[src/rtl/ps2_recv.sv]
`default_nettype none
// ============================================================================
// Module      : ps2_recv
// Description : PS/2 device-to-host receiver with input synchronisation,
//               glitch filtering, frame checking and E0/F0 prefix decoding.
// Revision    : 1.0 - initial release
// ============================================================================
module ps2_recv #(
  parameter int FILTER  = 8,
  parameter int TIMEOUT = 8192
) (
  input  logic       clk_25mhz,
  input  logic       reset,
  input  logic       ps2_clk,
  input  logic       ps2_data,
  output logic [7:0] code,
  output logic       extended,
  output logic       released,
  output logic       valid,
  output logic       err
);

  localparam int             CW          = $clog2(FILTER + 1);
  localparam logic [CW-1:0]  c_FILT_LAST = CW'(FILTER - 1);
  localparam int             TW          = $clog2(TIMEOUT + 1);
  localparam logic [TW-1:0]  c_TMO       = TW'(TIMEOUT);

  typedef enum logic [1:0] {
    S_IDLE   = 2'd0,
    S_DATA   = 2'd1,
    S_PARITY = 2'd2,
    S_STOP   = 2'd3
  } state_t;

  logic [1:0] w_raw;
  logic [1:0] w_filt;

  assign w_raw = {ps2_clk, ps2_data};

  // Index 1 is the clock line, index 0 the data line; both idle high.
  for (genvar i = 0; i < 2; i++) begin : g_filt
    logic          r_s1;
    logic          r_s2;
    logic          r_filt;
    logic [CW-1:0] r_cnt;

    always_ff @(posedge clk_25mhz or posedge reset) begin
      if (reset) begin
        r_s1   <= 1'b1;
        r_s2   <= 1'b1;
        r_filt <= 1'b1;
        r_cnt  <= '0;
      end else begin
        r_s1 <= w_raw[i];
        r_s2 <= r_s1;
        if (r_s2 != r_filt) begin
          if (r_cnt == c_FILT_LAST) begin
            r_filt <= r_s2;
            r_cnt  <= '0;
          end else begin
            r_cnt <= r_cnt + 1'b1;
          end
        end else begin
          r_cnt <= '0;
        end
      end
    end

    assign w_filt[i] = r_filt;
  end

  logic          r_clk_prev;
  logic          w_fall;
  logic          w_dat;
  state_t        r_state;
  state_t        w_state_nx;
  logic [2:0]    r_idx;
  logic [7:0]    r_shift;
  logic          r_par;
  logic          r_par_ok;
  logic [TW-1:0] r_tmo;
  logic          r_ext_pend;
  logic          r_rel_pend;
  logic          w_timeout;
  logic          w_frame_ok;
  logic          w_frame_err;

  assign w_fall    = r_clk_prev & ~w_filt[1];
  assign w_dat     = w_filt[0];
  assign w_timeout = (r_state != S_IDLE) && (r_tmo == c_TMO);

  always_ff @(posedge clk_25mhz or posedge reset) begin
    if (reset) begin
      r_clk_prev <= 1'b1;
      r_state    <= S_IDLE;
    end else begin
      r_clk_prev <= w_filt[1];
      r_state    <= w_state_nx;
    end
  end

  // Timeout wins over a coincident edge so valid and err stay exclusive.
  always_comb begin
    w_state_nx  = r_state;
    w_frame_ok  = 1'b0;
    w_frame_err = 1'b0;
    if (w_timeout) begin
      w_state_nx  = S_IDLE;
      w_frame_err = 1'b1;
    end else if (w_fall) begin
      case (r_state)
        S_IDLE:   if (!w_dat) w_state_nx = S_DATA;
        S_DATA:   if (r_idx == 3'd7) w_state_nx = S_PARITY;
        S_PARITY: w_state_nx = S_STOP;
        S_STOP: begin
          w_state_nx = S_IDLE;
          if (w_dat && r_par_ok) w_frame_ok  = 1'b1;
          else                   w_frame_err = 1'b1;
        end
        default:  w_state_nx = S_IDLE;
      endcase
    end
  end

  always_ff @(posedge clk_25mhz or posedge reset) begin
    if (reset) begin
      r_idx    <= '0;
      r_shift  <= '0;
      r_par    <= 1'b0;
      r_par_ok <= 1'b0;
      r_tmo    <= '0;
    end else begin
      if (w_fall) begin
        r_tmo <= '0;
      end else if ((r_state != S_IDLE) && (r_tmo != c_TMO)) begin
        r_tmo <= r_tmo + 1'b1;
      end
      if (w_fall && !w_timeout) begin
        case (r_state)
          S_IDLE: begin
            r_idx <= '0;
            r_par <= 1'b0;
          end
          S_DATA: begin
            r_shift[r_idx] <= w_dat;
            r_par          <= r_par ^ w_dat;
            r_idx          <= r_idx + 1'b1;
          end
          S_PARITY: r_par_ok <= r_par ^ w_dat;
          default: ;
        endcase
      end
    end
  end

  always_ff @(posedge clk_25mhz or posedge reset) begin
    if (reset) begin
      code       <= 8'h00;
      extended   <= 1'b0;
      released   <= 1'b0;
      valid      <= 1'b0;
      err        <= 1'b0;
      r_ext_pend <= 1'b0;
      r_rel_pend <= 1'b0;
    end else begin
      valid <= 1'b0;
      err   <= 1'b0;
      if (w_frame_err) begin
        err        <= 1'b1;
        r_ext_pend <= 1'b0;
        r_rel_pend <= 1'b0;
      end else if (w_frame_ok) begin
        if (r_shift == 8'hE0) begin
          r_ext_pend <= 1'b1;
        end else if (r_shift == 8'hF0) begin
          r_rel_pend <= 1'b1;
        end else begin
          code       <= r_shift;
          extended   <= r_ext_pend;
          released   <= r_rel_pend;
          valid      <= 1'b1;
          r_ext_pend <= 1'b0;
          r_rel_pend <= 1'b0;
        end
      end
    end
  end

endmodule
`default_nettype wire
[config.mk]
export PLATFORM = sky130hd
export DESIGN_NAME = ps2_recv
export DESIGN_NICKNAME = d
export VERILOG_FILES = /design/src/rtl/ps2_recv.sv
export SDC_FILE = /design/constraint.sdc
export NUM_CORES = 1
export LEC_CHECK = 0
export CORE_MARGIN = 2
export CORE_UTILIZATION = 45
export DETAILED_ROUTE_END_ITERATION = 8
export GPL_TIMING_DRIVEN = 0
export SYNTH_ARGS = -nofsm -noshare
export SYNTH_HDL_FRONTEND = slang
export SYNTH_SLANG_ARGS = --single-unit
[constraint.sdc]
create_clock -name clk_25mhz -period 5.7 [get_ports clk_25mhz]
set_clock_uncertainty 0.2 [all_clocks]
set_input_delay 1.14 -clock clk_25mhz [delete_from_list [all_inputs] [get_ports clk_25mhz]]
set_output_delay 1.14 -clock clk_25mhz [all_outputs]
set_load 0.01 [all_outputs]
==> flow_summary.ini <==
[power_and_ir_drop]
p_leak_nw = 1.51
powerDensity_mw_per_mm2 = 373
peakVddDrop_v = 0.000189

[die]
die_w_um = 82.5
io_pins = 16
core-area_sq_mm = 0.00596
floorplan.rows = 28
start_util = 0.466
fp.dieArea_sq_mm = 0.00681
fp.dieH_um = 82.5

[cts]
ctsRootBufferMaster = clkbuf_8
cts_tree = built
cts_buffer_depth = 2
clk_pin_slew_worst_paths_ns = 0.06
cts.repair.resized = 0
cts_max_level = 3
cts-hold-fix-buffers = 0
clock-sinks = 58
numCtsBuffers = 9
clk_latency_ns = 0.33
post_cts_buffers = 0

[hold_path]
hp-class = reg -> reg

[logic_synthesis]
yosys.area.top_type = dfrtp_1
ys_warn_count = 0
ys_async_sr_fraction = 1.00
ys.flop_type = dfrtp_1
synth.distinct_cells = 48
ys_seq_area_frac = 0.526
synth-seq-cells = 58
synth_top_area_frac = 0.460
netlist_top_cells_area = dfrtp_1 46%, dfstp_2 6.6%, ha_1 5.0%
synth_area_sq_mm = 0.00277
syn_nets = 254
synthCells = 239
synth-edff-count = 0
synth_area_per_cell_sq_um = 11.6

[route]
vias = 1840
antenna_left = 0
vias_per_cell = 5.33
drtIter0Drc = 76
wirelength_um = 5000
post_drt_wl_per_cell_um = 14.5
firstDrtPassIters = 5
drc = 0

[layout]
fillers = 537
area_growth_pct = 15.0
final_cell_mix = 51 x dfrtp_1, 23 x nor2_1, 15 x clkdlybuf4s50_1
drive_above_1_share = 0.163
num-nets-final = 281
fin_util = 0.536
diodes = 0
layout_commonest_cell = dfrtp_1

[worst_setup_path]
critical_path_buf_inv_count = 1
cp_top_family = buffers and inverters
worst-setup-path-type = reg -> out
cp-start-kind = register
critical_path.endpoint_type = primary output
crit_chain = clkdlybuf4s50_1
cp.required_ns = 4.36
worst_path_largest_cell_delay_ns = 0.54
slowest_stage = clkdlybuf4s50_1
crit_fanout = 2
critical_path_arrival_ns = 1.22

[placed_design]
place_congestion = 0.712
hpwlAfterDp_um = 3520
port_buffers = 15

[status]
status = complete, no violations

[timing]
post-route-period-util = 0.450
rsz0062_at_grt = no
worst_pin_slew_ns = 0.680
fin_crit_ns = 2.56
hold_viol_final = 0
final-max-slew-violation-count = 0
hold_ws_ns = 0.158
slew_headroom = 0.546
setup_tns_ns = 0
setup_violations = 0
max_freq_mhz = 390

[grt]
grt_overflow = 0
grt_pass1_wl_um = 8600
grt_pass1_vias = 1842
antenna_found_initial = 0
grt_use_total = 0.171
grt_max_degree = 34

[flow_run]
cap_viol_max_count = 0
[logic make-up after synthesis]
logic type / count (synthesis) / synth area share
and+or+nand+nor: 91 / 0.194
DFF: 58 / 0.526
AOI/OAI and AO/OA: 25 / 0.0690
buffers and inverters: 20 / 0.0338
muxes: 19 / 0.0794
xor gates and xnor gates: 15 / 0.0474
adders and majority gates: 11 / 0.0496
[synthesized netlist by cell type, types with 2 or more instances]
cell       count
dfrtp_1       51
nor2_1        23
nand2_1       12
ha_1          11
nand3_1       11
inv_1          9
mux2_1         9
nor3_1         8
xor2_1         8
dfstp_2        7
mux2_2         7
nor2b_1        7
xnor2_1        7
clkbuf_1       5
a21oi_1        4
nand4_1        4
a31oi_1        3
buf_2          3
nand2b_1       3
nand3b_1       3
nor3b_1        3
nor4_2         3
a211oi_1       2
a221o_1        2
a2bb2oi_1      2
a32o_1         2
a41oi_1        2
and4_1         2
and4b_1        2
buf_4          2
mux2_4         2
nor4_1         2
o21a_1         2
o31ai_1        2
[cell type report]
class / count / area [sq um] / share of cell area
clock inverter: 4 / 20.0 / 0.00628
timing repair buffer: 16 / 170 / 0.0534
buffer: 11 / 60.1 / 0.0188
clock buffer: 11 / 131 / 0.0412
inverter: 9 / 33.8 / 0.0106
multi-input combinational: 161 / 1220 / 0.383
tap: 75 / 93.8 / 0.0294
sequential: 58 / 1460 / 0.458
[sequential cells by signal, indices dropped and copies added (netlist names), 2 cells and up]
signal and flops:
code 8, g_filt.r_cnt 8, g_filt.r_filt 2, g_filt.r_s1 2, g_filt.r_s2 2, r_idx 3
r_shift 8, r_state 2, r_tmo 14
[final timing paths]
check,endpoint,startpoint,cells after the start,slack (ns)
max reg2reg,code[0],r_state[0],8,3.22
max in group asynchronous,g_filt[1].r_s1,reset,3,3.61
max,extended,extended,1,3.14
min in group asynchronous,r_tmo[9],reset,2,1.03
min,g_filt[1].r_s2,g_filt[1].r_s1,0,0.16
min reg2reg,g_filt[1].r_s2,g_filt[1].r_s1,0,0.16
[stage by stage]
step	instance area, sq um	instances	setup WS, ns	total power, mW
after global routing	3190	345	2.97	1.29
final	3190	345	3.14	1.19
after global placement	3020	329	1.85	0.887
after floorplan	2770	239	2.94	0.808
after detailed placement	3040	330	3.21	0.894
after CTS	3190	345	3.12	1.20
[report_power, final]
part | switching (mW) | internal, mW | leakage (nW) | total, mW
logic | 0.191 | 0.141 | 0.661 | 0.332
clock network | 0.153 | 0.152 | 0.0827 | 0.306
registers | 0.0676 | 0.486 | 0.765 | 0.553
total | 0.412 | 0.779 | 1.51 | 1.19
[layer usage]
metal,vias up,GRT usage,routed length (um)
met3,8,0.0391,196
met4,0,0.0885,102
met1,894,0.227,2430
met2,35,0.262,2270
li1,903,-,-
met5,-,0,0
(Power assumes the default switching activity.)
